--- src/rtl/alu_pkg.sv ---
// Shared definitions for the calculator arithmetic unit: divider state
// encoding, iteration count and the divide-by-zero quotient pattern.
package alu_pkg;

    typedef enum logic [1:0] {
        IDLE = 2'd0,
        CALC = 2'd1,
        DONE = 2'd2
    } div_state_t;

    localparam int DIV_STEPS = 8;
    localparam int DIV_CNT_W = $clog2(DIV_STEPS);
    localparam logic [7:0] DIV0_QUOTIENT = 8'hFF;

endpackage

--- src/rtl/div_trial_sub.sv ---
// Combinational W-bit trial subtract for the divider, built as
// minuend + ~subtrahend + 1 so it matches the adder path's formulation.
module div_trial_sub #(
    parameter int W = 9
) (
    input  logic [W-1:0] minuend_i,
    input  logic [W-1:0] subtrahend_i,
    output logic [W-1:0] diff_o,
    output logic         borrow_o
);

    logic [W:0] sum_s;

    // A missing carry-out of the inverted-operand add means the subtract borrowed.
    assign sum_s    = {1'b0, minuend_i} + {1'b0, ~subtrahend_i} + {{W{1'b0}}, 1'b1};
    assign diff_o   = sum_s[W-1:0];
    assign borrow_o = ~sum_s[W];

endmodule

--- src/rtl/div_unit.sv ---
// Sequential unsigned restoring divider: one quotient bit per clock, results
// and flags registered and announced with a one-cycle done pulse.
module div_unit
    import alu_pkg::*;
#(
    parameter int WIDTH = 8
) (
    input  logic             clk,
    input  logic             rst,
    input  logic             start,
    input  logic [WIDTH-1:0] A_in,
    input  logic [WIDTH-1:0] B_in,
    output logic             busy,
    output logic             done,
    output logic [WIDTH-1:0] Quotient,
    output logic [WIDTH-1:0] Remainder,
    output logic             DIV0,
    output logic             ZERO
);

    div_state_t             state_q, state_d;
    logic [WIDTH-1:0]       q_q, q_d;
    logic [WIDTH-1:0]       d_q, d_d;
    logic [WIDTH:0]         rem_q, rem_d;
    logic [DIV_CNT_W-1:0]   cnt_q, cnt_d;
    logic                   div0_pend_q, div0_pend_d;
    logic                   busy_q, busy_d;
    logic                   done_q, done_d;
    logic [WIDTH-1:0]       quot_q, quot_d;
    logic [WIDTH-1:0]       remo_q, remo_d;
    logic                   div0_q, div0_d;
    logic                   zero_q, zero_d;

    logic [2*WIDTH:0]       shift_pair_s;
    logic [WIDTH:0]         shift_rem_s;
    logic [WIDTH:0]         trial_s;
    logic                   borrow_s;

    // The partial remainder and quotient shift together as one wide register.
    assign shift_pair_s = {rem_q, q_q} << 1;
    assign shift_rem_s  = shift_pair_s[2*WIDTH:WIDTH];

    div_trial_sub #(
        .W (WIDTH + 1)
    ) u_trial (
        .minuend_i    (shift_rem_s),
        .subtrahend_i ({1'b0, d_q}),
        .diff_o       (trial_s),
        .borrow_o     (borrow_s)
    );

    // Next-state, datapath and output-register updates for the divider FSM.
    always_comb begin
        state_d     = state_q;
        q_d         = q_q;
        d_d         = d_q;
        rem_d       = rem_q;
        cnt_d       = cnt_q;
        div0_pend_d = div0_pend_q;
        busy_d      = 1'b0;
        done_d      = 1'b0;
        quot_d      = quot_q;
        remo_d      = remo_q;
        div0_d      = div0_q;
        zero_d      = zero_q;
        case (state_q)
            IDLE: begin
                if (start) begin
                    if (B_in != {WIDTH{1'b0}}) begin
                        q_d         = A_in;
                        d_d         = B_in;
                        rem_d       = {(WIDTH+1){1'b0}};
                        cnt_d       = {DIV_CNT_W{1'b0}};
                        div0_pend_d = 1'b0;
                        state_d     = CALC;
                    end else begin
                        // Divide by zero skips iteration and reports the dividend back.
                        q_d         = WIDTH'(DIV0_QUOTIENT);
                        rem_d       = {1'b0, A_in};
                        div0_pend_d = 1'b1;
                        state_d     = DONE;
                    end
                end else begin
                    state_d = IDLE;
                end
            end
            CALC: begin
                busy_d = 1'b1;
                if (borrow_s) begin
                    rem_d = shift_rem_s;
                end else begin
                    rem_d = trial_s;
                end
                q_d   = shift_pair_s[WIDTH-1:0] | {{(WIDTH-1){1'b0}}, ~borrow_s};
                cnt_d = cnt_q + {{(DIV_CNT_W-1){1'b0}}, 1'b1};
                if (cnt_q == DIV_CNT_W'(DIV_STEPS - 1)) begin
                    state_d = DONE;
                end else begin
                    state_d = CALC;
                end
            end
            DONE: begin
                done_d  = 1'b1;
                quot_d  = q_q;
                remo_d  = rem_q[WIDTH-1:0];
                div0_d  = div0_pend_q;
                zero_d  = (q_q == {WIDTH{1'b0}});
                state_d = IDLE;
            end
            default: begin
                state_d = IDLE;
            end
        endcase
    end

    // State and result registers; reset wins over any request in the same cycle.
    always_ff @(posedge clk) begin
        if (rst) begin
            state_q     <= IDLE;
            q_q         <= {WIDTH{1'b0}};
            d_q         <= {WIDTH{1'b0}};
            rem_q       <= {(WIDTH+1){1'b0}};
            cnt_q       <= {DIV_CNT_W{1'b0}};
            div0_pend_q <= 1'b0;
            busy_q      <= 1'b0;
            done_q      <= 1'b0;
            quot_q      <= {WIDTH{1'b0}};
            remo_q      <= {WIDTH{1'b0}};
            div0_q      <= 1'b0;
            zero_q      <= 1'b0;
        end else begin
            state_q     <= state_d;
            q_q         <= q_d;
            d_q         <= d_d;
            rem_q       <= rem_d;
            cnt_q       <= cnt_d;
            div0_pend_q <= div0_pend_d;
            busy_q      <= busy_d;
            done_q      <= done_d;
            quot_q      <= quot_d;
            remo_q      <= remo_d;
            div0_q      <= div0_d;
            zero_q      <= zero_d;
        end
    end

    assign busy      = busy_q;
    assign done      = done_q;
    assign Quotient  = quot_q;
    assign Remainder = remo_q;
    assign DIV0      = div0_q;
    assign ZERO      = zero_q;

endmodule
--- config.mk ---
export PLATFORM = sky130hd
export DESIGN_NAME = div_unit
export DESIGN_NICKNAME = d
export VERILOG_FILES = /design/src/rtl/alu_pkg.sv /design/src/rtl/div_trial_sub.sv /design/src/rtl/div_unit.sv
export SDC_FILE = /design/constraint.sdc
export NUM_CORES = 1
export LEC_CHECK = 0
export BUFFER_PORTS_ARGS = -buffer_cell sky130_fd_sc_hd__buf_2
export CORE_ASPECT_RATIO = 0.75
export CORE_UTILIZATION = 45
export CTS_CLUSTER_DIAMETER = 200
export CTS_CLUSTER_SIZE = 10
export DETAILED_ROUTE_END_ITERATION = 8
export PLACE_DENSITY_LB_ADDON = 0.3
export SLEW_MARGIN = 15
export SYNTH_ARGS = -nofsm -noshare
export SYNTH_HDL_FRONTEND = slang
export SYNTH_SLANG_ARGS = --single-unit
--- constraint.sdc ---
create_clock -name clk -period 4.74 [get_ports clk]
set_clock_uncertainty 0.05 [all_clocks]
set_input_delay 0.237 -clock clk [delete_from_list [all_inputs] [get_ports clk]]
set_output_delay 0.237 -clock clk [all_outputs]
set_load 0.03 [all_outputs]
Yosys cells after proc, flatten, opt, wreduce, memory -nomap -nowiden

Cells that the tools add are included.

Register bits after elaboration: 50
Bits in latches: 0
Bits in writable memories: 0
Bits in read-only memories: 0
Input bits: 19
Memories: 0

$add $sub $neg: 3
$mul: 0
Div/mod/pow operators: 0
Magnitude comparators: 0
Eq/ne operators: 5
Shift operators: 0
Multiplexer cells: 17
Bitwise gates (word level): 2
Reductions and logical operators: 8

Operator list:

| operator              | count |
|---|---|
| $mux 8                | 5 |
| $pmux 8 s2            | 2 |
| $add 10x1->10 const B | 1 |
| $add 9x9->10          | 1 |
| $not 8->9             | 1 |
| $logic_not 8->1       | 1 |
| $or 8x1->8            | 1 |
| $reduce_bool 8->1     | 1 |
| $mux 2                | 3 |
| $mux 3                | 2 |
| $pmux 3 s2            | 1 |
| $reduce_and 3->1      | 2 |
| $ne 2x2->1 const B    | 2 |
| $pmux 2 s2            | 1 |
| $reduce_and 2->1      | 2 |
| $add 3x1->3 const B   | 1 |
| $eq 3x3->1 const B    | 1 |
| $mux 1                | 3 |
| $eq 2x1->1 const B    | 1 |
| $eq 2x2->1 const B    | 1 |
| $logic_not 2->1       | 1 |
| $reduce_bool 2->1     | 1 |

Logic depth before layout (Yosys ltp)

Gate-level depths: netlist (run 1).

Word-level depth: 5
Mapped depth: 8

By module

From an unflattened synthesis (run 1), not the netlist that was laid out.

Cell total of the unflattened synthesis: 316
Area total of the unflattened synthesis: 2687.6 um^2

Modules (own cells, without submodules):

| module        | instances | cells an instance | area each (um^2) |
|---|---|---|---|
| div_unit      | 1         | 256               | 2244.7 |
| div_trial_sub | 1         | 60                | 442.9 |

Worst setup path before layout (run 1)

No wires, ideal clock.

Path type: reg-to-reg
Start: register q_q[7]
End: register rem_q[0]
Setup time: 106 ps
Data arrival time: 1818 ps
Setup slack: 2766 ps
Cell stages (with the launch flop): 8
Path buffers: 0
Period minus slack after synthesis: 1974 ps
Path through: dfxtp_1 > inv_1 > ha_1 > nand2b_1 > a2111oi_0 > nor2_1 > or4_1 > o311ai_0

Word-level cells in the longest chain between the ends: 4

RTL lines:

| item                   | line                | source |
|---|---|---|
| from (decl)            | div_unit.sv:22      | `logic [WIDTH-1:0] q_q, q_d;` |
| from (signal assigned) | div_unit.sv:120     | `q_q <= {WIDTH{1'b0}};` |
| from (signal assigned) | div_unit.sv:133     | `q_q <= q_d;` |
| $add 9x9->10           | div_trial_sub.sv:15 | `assign sum_s = {1'b0, minuend_i} + {1'b0, ~subtrahend_i} + {{W{1'b0}}, 1'b1};` |
| $add 10x1->10          | div_trial_sub.sv:15 |  |
| $mux 8 (*)             | div_unit.sv:89      | `if (borrow_s) begin` |
| $pmux 8 s2 (*)         | div_unit.sv:66      | `case (state_q)` |
| to (signal assigned)   | div_unit.sv:122     | `rem_q <= {(WIDTH+1){1'b0}};` |
| to (signal assigned)   | div_unit.sv:135     | `rem_q <= rem_d;` |
| to (decl)              | div_unit.sv:24      | `logic [WIDTH:0] rem_q, rem_d;` |

Every way passes the cells marked *; elsewhere a longest branch is shown, timed or not.
A chain may end at the register's enable or synchronous reset.

Worst setup path after layout (run 1)

Start: register state_q[0]
End: register q_q[7]

Word-level cells in the longest chain between the ends: 3

RTL lines:

| item                                                             | line            | source |
|---|---|---|
| from (decl)                                                      | div_unit.sv:21  | `div_state_t state_q, state_d;` |
| from (signal assigned)                                           | div_unit.sv:132 | `state_q <= state_d;` |
| $eq 2x1->1 / $logic_not 2->1 (equally long branches)             | div_unit.sv:66  |  |
| $reduce_bool 2->1 (no line) / $ne 2x2->1 (equally long branches) | n/a             |  |
| $reduce_and 2->1 (no line)                                       | n/a             |  |

Several ways; a longest one is shown, not always the timed one.

==> results of run 1 <==
[cell families after synthesis]
group	Yosys count	share of synthesized area, %
fa+ha+maj	11	6.001
simple gates	123	22.61
buf+inv	30	5.173
flops	50	41.39
compound gates	89	23.38
xor+xnor	4	1.449
[how the worst max path moves through the flow]
stage | depth (start not counted) | from | end | slack [ns]
3_5_place_dp | 5 | state_q[0] | q_q[7] | 2.44
4_1_cts | 5 | state_q[0] | q_q[7] | 2.37
6_report | 5 | state_q[0] | q_q[7] | 2.32
3_3_place_gp | 5 | state_q[0] | q_q[7] | 2.59
2_1_floorplan | 7 | q_q[7] | rem_q[0] | 2.77
5_1_grt | 5 | state_q[0] | q_q[7] | 2.12
[registers in the layout (all words and copies together) (netlist names)]
name         flops
d_q              8
state_q          2
Quotient         8
cnt_q            3
ZERO             1
busy             1
q_q              8
Remainder        8
rem_q            8
done             1
div0_pend_q      1
DIV0             1
[cell usage in the layout, fill, tap and decap left out, drive strengths merged, types with 2 or more instances in the layout]
master,count
inv,11
or4,3
o21a,2
a211oi,2
ha,10
clkbuf,6
a22oi,2
o311ai,2
nor2,14
or2,2
nor4,2
bufinv,2
nor2b,4
a211o,2
nand2,71
buf,39
xnor2,3
nand3,13
a21oi,41
o21ai,10
dfxtp,50
nand2b,4
o221ai,8
nand4,2
a31oi,5
and2,3
nor3,3
[power breakdown]
part           leakage [nW]  internal, W  switching (W)  total, W
Combinational         0.626     0.000110       0.000180  0.000290
Clock                0.0714     0.000225       0.000140  0.000365
Sequential            0.407     0.000449      0.0000309  0.000480
[routing by layer]
layer  global-route usage [%]  vias to the layer above  wire, um
met2                    30.75                       83      2365
met5                        0                        -         0
li1                         -                     1133         -
met1                    32.68                      986      2899
met3                    5.528                        7       475
met4                    4.167                        0        44
[stage by stage]
stage | hold slack (ns) | setup slack (ns) | instance area (sq um)
final | 0.1176 | 2.321 | 2768
after global routing | 0.1351 | 2.116 | 2768
after CTS | 0.1227 | 2.375 | 2765
after detailed placement | 0.3941 | 2.439 | 2623
after global placement | 0.3895 | 2.585 | 2623
after floorplan | 0.3230 | 2.766 | 2419
[worst max-delay path, stage by stage, from the launching register on]
cell      delay, ns
dfxtp_1        0.44
nor2b_1        0.62
nor2_1         0.37
nand2_1        0.38
o21ai_0        0.14
a221oi_1       0.31
[cell type report]
class | instances | area (sq um)
Clock buffer | 6 | 82.58
Clock inverter | 2 | 60.06
Fill cell | 528 | 2270
Inverter | 11 | 41.29
Multi-Input combinational cell | 227 | 1295
Sequential cell | 50 | 1001
Tap cell | 72 | 90.09
Timing Repair Buffer | 39 | 197.7
==> impl.org, run 1 <==
** Status
- The run finished with clean final reports.

** Clock tree
- Clock transition at the registers of the reported paths :: around 0.090 ns
- The clock tree synthesis step divided the H-tree into 2 levels.
- Count of instances resized after the clock tree is built :: 0
- TritonCTS buffer count :: 5
- TritonCTS built the clock tree.
- Post-CTS timing repair inserted 0 buffers for setup.
- CTS placed an instance of clkbuf_8 at the clock tree root.
- The clock passes through at most 2 buffers.
- Clk sink count :: 50
- The later pin in the worst-skew pair is clocked with a latency of around 0.30 ns.
- Buffers inserted to repair hold after CTS numbered 0.

** Layout
- Fraction of the core area covered by cells at the end of the flow :: a little over half
- Number of standard cells in the final layout excluding fillers :: between 400 and 500
- From synthesis to final layout, the design area changed by 14.43%.
- The final layout contains between 300 and 400 nets.
- 0 antenna diodes ended up in the layout.
- Fraction of layout instances using a drive strength above 1 :: about 16%

** Hold path
- Counting instances, the worst hold path has a depth of 3.
- The path class of the tightest hold or removal check is primary input to register.
- Worst-case hold path end point :: d_q[2]
- HP Start :: B_in[2]

** Routing
- Wires add up to roughly 5800 um.
- Routed via count divided by cell count :: approximately 5.4
- The detailed router finished its first iteration with roughly 130 violations.
- Dividing the detail-routed wire length by the instance count gives approximately 14 um.
- Routed vias :: around 2200
- For this run, design rule violations remaining after detail routing come to 0.
- Antenna-violating nets left :: 0
- The first TritonRoute pass finished after 4 iterations.

** Timing
- Setup total negative slack on the finished layout was measured at 0 ns.
- Total count of max-transition violations in the final report :: 0
- Endpoints failing setup :: 0
- For the pin with the worst max-slew slack, the measured transition is between 0.8 and 0.9 ns.
- The final critical path takes up slightly above 50% of the cycle.
- Final Hold Violating Endpoints :: 0
- Setup repair after global routing left no endpoint under its margin.
- Maximum operating frequency :: just over 400 MHz
- Worst slew margin relative to its limit :: 40.01%
- Time the final worst path needs with I/O delays and setup :: 2.419 ns

** Synth
- The number of nets handed over by synthesis was approximately 340.
- Gate Count Post-Synth :: between 300 and 400
- Sequential-to-total area share from yosys stat :: just over 40%
- The most used flip-flop cell after synthesis is dfxtp_1.
- Synth top area share :: approximately two fifths
- Yosys mapped a number of flops with a built-in enable equal to 0.
- The commonest cells after synthesis are nand2_1, dfxtp_1, a21oi_1, clkbuf_1.
- Summed instance area of the synthesized netlist :: roughly 2400 sq um
- Fraction of registers with async set or reset after synthesis :: 0%
- Mean instance size in the synthesized netlist :: slightly below 8 sq um
- Largest area contributor in the synthesized netlist :: dfxtp_1
- Synthesis Warnings :: 0
- Post-synthesis register bit count :: 50
- Synthesis instantiated 51 different standard cells from the library.
- Leading cell types by total area after synthesis :: dfxtp_1, nand2_1, a21oi_1
- Yosys instantiated no cell more often than nand2_1.

** Flow run
- Max Cap Viol :: 0

** Critical path
- Endpoint type of the worst setup path :: register
- For the worst setup path, the data required time is between 4 and 5 ns.
- Startpoint class of the critical path :: register
- Of all nets on the critical path, the largest fanout is 12.
- Data on the critical path arrives at its endpoint at around 2.6 ns.
- Worst R2R Setup Slack :: about 2.3 ns
- The worst setup path is of the register to register kind.
- End of the worst register-to-register path :: q_q[7]
- RR Startpoint :: state_q[0]
- The number of cells on the worst reg-to-reg path is 5.

** Placement
- After legalization and detailed placement, the total HPWL measured ~4200 um.
- At the end of routability-driven placement, the weighted congestion stood at 0.8727.
- During placement, the flow inserted port buffers numbering 38.
- Once placement completed, the tool counted placed cells totaling ~400.

** Die
- Core region area :: ~5000 sq um
- The die covers about 5700 sq um.
- In this run the vertical extent of the chip is 65.49 um.
- Std-Cell Rows :: 22
- During I/O placement, the number of pins put on the boundary was 39.
- Initial cell density of the core :: 48.01%
- Chip width :: between 80 and 90 um

** Global routing
- Largest net degree at the start of global routing :: 51
- Final global-route overflow total :: 0
- The initial antenna violation count is 0.
- The via count of the first global-routing pass was between 1500 and 2000.
- Across every metal layer, demand over resource in global routing totals ~22%.
- Global-route wire length before repair :: roughly 9500 um

** Power and ir drop
- PnR Total Power :: 0.001134 W
- For this design the ratio of total power to cell area is 409.9 nW/um^2.
- Leakage :: between 1 and 1.5 nW
- Maximum VDD drop :: ~0.00019 V
No activity file was read; power rests on OpenSTA's default activity.
==> run 2, diff against run 1 <==
ABC_AREA = 1   (was unset)
clock period = 2.4 ns   (was 4.74 ns; I/O delays follow)
==> impl.org, run 2 <==
** Clock tree
- Count of instances resized after the clock tree is built :: 0
- TritonCTS clock tree :: built
- Number of buffers inserted by hold repair at cts :: 0
- The root buffer cell chosen for the clock tree is clkbuf_8.
- Buffer depth of the longest clock path :: 2
- After clock tree synthesis, the setup repair step added 0 buffers.
- Clock transition at the registers of the reported paths :: 0.10 ns
- TritonCTS buffer count :: 5
- Max H-tree Level :: 2
- Skew-Pair Late Insertion Delay :: roughly 0.31 ns
- Clk sink count :: 50

** Layout
- Layout overhead on the synthesized area :: 13.94%
- Fraction of layout instances using a drive strength above 1 :: 17.14%
- After filler insertion, the fill cell instance count of the layout stands at a little under 600.
- Most frequent standard cell in the layout excluding fill and tap cells :: inv_1
- Leaving out fill and tap cells, the most frequent cells in the layout are inv_1, dfxtp_1, nand2_1, o21ai_0, buf_2.
- Post-route design area :: between 2000 and 3000 sq um
- Final Net Count :: 420
- Registers take around 1000 sq um.
- The repair_antennas step left the layout with diodes totalling 0.
- Summing all multi-input logic gate instances after layout gives ~1300 sq um.
- For this run, the share of the core covered by cells in the final layout is a little over half.

** Routing
- Dividing the detail-routed wire length by the instance count gives between 10 and 15 um.
- Drt initial violations :: between 200 and 250
- Routed vias :: 2448
- Routed via count divided by cell count :: 5.253
- The first detailed-routing pass ran for 5 iterations.
- Drt drc :: 0
- Antenna-violating nets left :: 0
- The routed design has 6276 um of wire.

** Global routing
- GRT Total Usage :: around 22%
- Global-route met3 utilization :: under 10%
- met1 is the most crowded layer.
- Entering global routing, the biggest net connects 27 pins.
- Global routing used 34.31% of the available met1 tracks.
- Global routing consumed, on the met2 layer, between 30% and 40% of the routing resources.
- Final global-route overflow total :: 0
- Number of antenna violations at the first check in global routing :: 0
- The via count of the first global-routing pass was between 2000 and 2500.
- The first global-routing pass estimated 9915 um of wire.

** Timing
- Total count of max-transition violations in the final report :: 0
- Accumulated negative setup slack :: 0 ns
- Setup repair after global routing left no endpoint under its margin.
- Timing would allow up to between 400 and 500 MHz.
- Setup violations remaining at the end of the flow were counted as 0.
- In this run the tightest slew margin relative to its limit is between 70 and 80%.
- The worst path needs about 2 ns of the cycle, external delays included.
- After layout, the worst setup slack is slightly below 0.4 ns.
- The total count of hold-check failures in the final report came to 0.
- Worst slew pin tran :: 0.4458 ns
- Dividing the final minimum period by the clock period gives 83.54%.

** Critical path
- CP Data Required Time :: about 2.6 ns
- The slowest stage of the critical path belongs to the cell ha_1.
- Kind of cell adding the most delay to the critical path :: simple AND/OR/NAND/NOR gates
- Worst Path Buf+Inv :: 1
- CP max stage delay :: slightly below 0.4 ns
- Critical path type :: register to register
- Endpoint type of the worst setup path :: register
- Traced cell by cell, the critical path runs through inv_1, ha_1, nand2_1, nor2_1, nand3_2, nand3_4, nand2_1, a31oi_1.
- Data arrival time of the critical path :: approximately 2.2 ns
- Critical path's most frequent cell :: nand2_1
- Max Fanout on Critical Path :: 9
- Startpoint class of the critical path :: register

** Die
- Core region area :: 5410 sq um
- The initialized floorplan defines 23 standard-cell rows.
- Floorplan die height :: 67.18 um
- The floorplan step defined a die boundary enclosing approximately 6000 sq um.
- The initial utilization of the core area, before any placement, comes to 47.11%.
- During I/O placement, the number of pins put on the boundary was 39.
- The die is 88.90 um wide.

** Synth
- Leading cell types by total area after synthesis :: dfxtp_1, o21ai_0, inv_1
- Counting every net in the synthesized netlist gives roughly 380.
- Most frequently used flop master after synthesis :: dfxtp_1
- Post-synthesis register bit count :: 50
- Mean instance size in the synthesized netlist :: ~7 sq um
- Synthesis produced a netlist whose cell count is approximately 350.
- The commonest cells after synthesis are inv_1, dfxtp_1, nand2_1, o21ai_0, nor2_1.
- Number of flops mapped to enable cells by yosys :: 0
- Sequential cells were found to cover 39.27% of the synthesized design area.
- The number of different library cells used by synthesis comes to 34.
- Synth top area share :: between 30 and 40%
- Dominant cell by count in the synthesized netlist :: inv_1
- Synthesis Warnings :: 0
- In the synthesized netlist the async set-or-reset flop fraction comes to 0%.
- Summed over all instances, the cell type with the most area after synthesis is dfxtp_1.
- Summed instance area of the synthesized netlist :: 2549 sq um

** Power and ir drop
- Summed over all cells, the static leakage comes to between 1 and 1.5 nW.
- IR analysis of the VDD net gives a maximum drop of 0.0003143 V.
- Power per unit of standard cell area :: between 600 and 700 nW/um^2

** Placement
- Post-Place Setup Slack :: around 0.47 ns
- In this run the cell area measured after placement is between 2000 and 3000 sq um.
- DP Wirelength :: between 4000 and 5000 um
- Port Buffer Count :: 38
- The congestion estimate from routability-driven global placement came to 0.8869.

** Flow run
- Max-cap violations in this run came to 0.

** Status
- The run finished with clean final reports.

** Hold path
- Hold WC Path Type :: primary input to register
## run 2: cell types whose count changed after synthesis, sizes merged, moves of 12 or more
cell / change
nand3: +14
nor2: +21
o21ai: +37
inv: +44
a21oi: -12
nand2: -18
## run 2: power by group
group          leakage, nW  switching [W]  internal, W  total [W]
logic                0.934       0.000353     0.000194   0.000546
registers            0.409      0.0000406     0.000876   0.000917
clock network       0.0544       0.000288     0.000265   0.000553
total                 1.40       0.000681      0.00133    0.00202
## run 2: per-stage QoR
stage / power [W] / hold slack, ns / instances
final: 0.002016 / 0.01054 / 466
after global routing: 0.002116 / 0.03944 / 466
after CTS: 0.002010 / 0.009654 / 466
after detailed placement: 0.001467 / 0.3367 / 458
after global placement: 0.001461 / 0.3230 / 458
after floorplan: 0.001342 / 0.2176 / 354
## run 2: final timing paths
check / end / slack [ns] / depth (start not counted) / startpoint
setup / recovery: q_q[0] / 0.40 / 8 / d_q[7]
hold / removal: d_q[0] / 0.01 / 3 / B_in[0]
setup reg to reg: q_q[0] / 0.40 / 8 / d_q[7]
hold reg to reg: cnt_q[2] / 0.43 / 2 / cnt_q[2]
## run 2: routing by layer
metal | share of wire (%) | wire length [um]
met2 | 40 | 2518
met3 | 6.8 | 426
met4 | 1.2 | 73
met1 | 52 | 3258
met5 | 0 | 0
## run 2: worst reg2reg max path, delay by kind of cell (launching register included)
kind | cells | cell delay [ns]
AOI/OAI and AO/OA | 1 | 0.21
adders and majority gates | 1 | 0.39
buffers and inverters | 1 | 0.07
DFF | 1 | 0.34
and+or+nand+nor | 5 | 0.88
## run 2: area by class of cell
type	count	share of cell area (%)
tap	75	3.231
inverter	56	7.238
timing repair buffer	43	7.841
clock buffer	7	3.318
multi-input combinational	234	43.60
clock inverter	1	0.3016
sequential	50	34.47
## run 2: logic make-up after synthesis
logic type	Yosys count	share of synthesized area, %
flip-flops	50	39.27
AND/OR/NAND/NOR	132	24.06
buffers and inverters	70	11.05
XOR/XNOR	3	1.031
adder cells (fa/ha/maj)	11	5.695
AO/OA/AOI/OAI	88	18.90
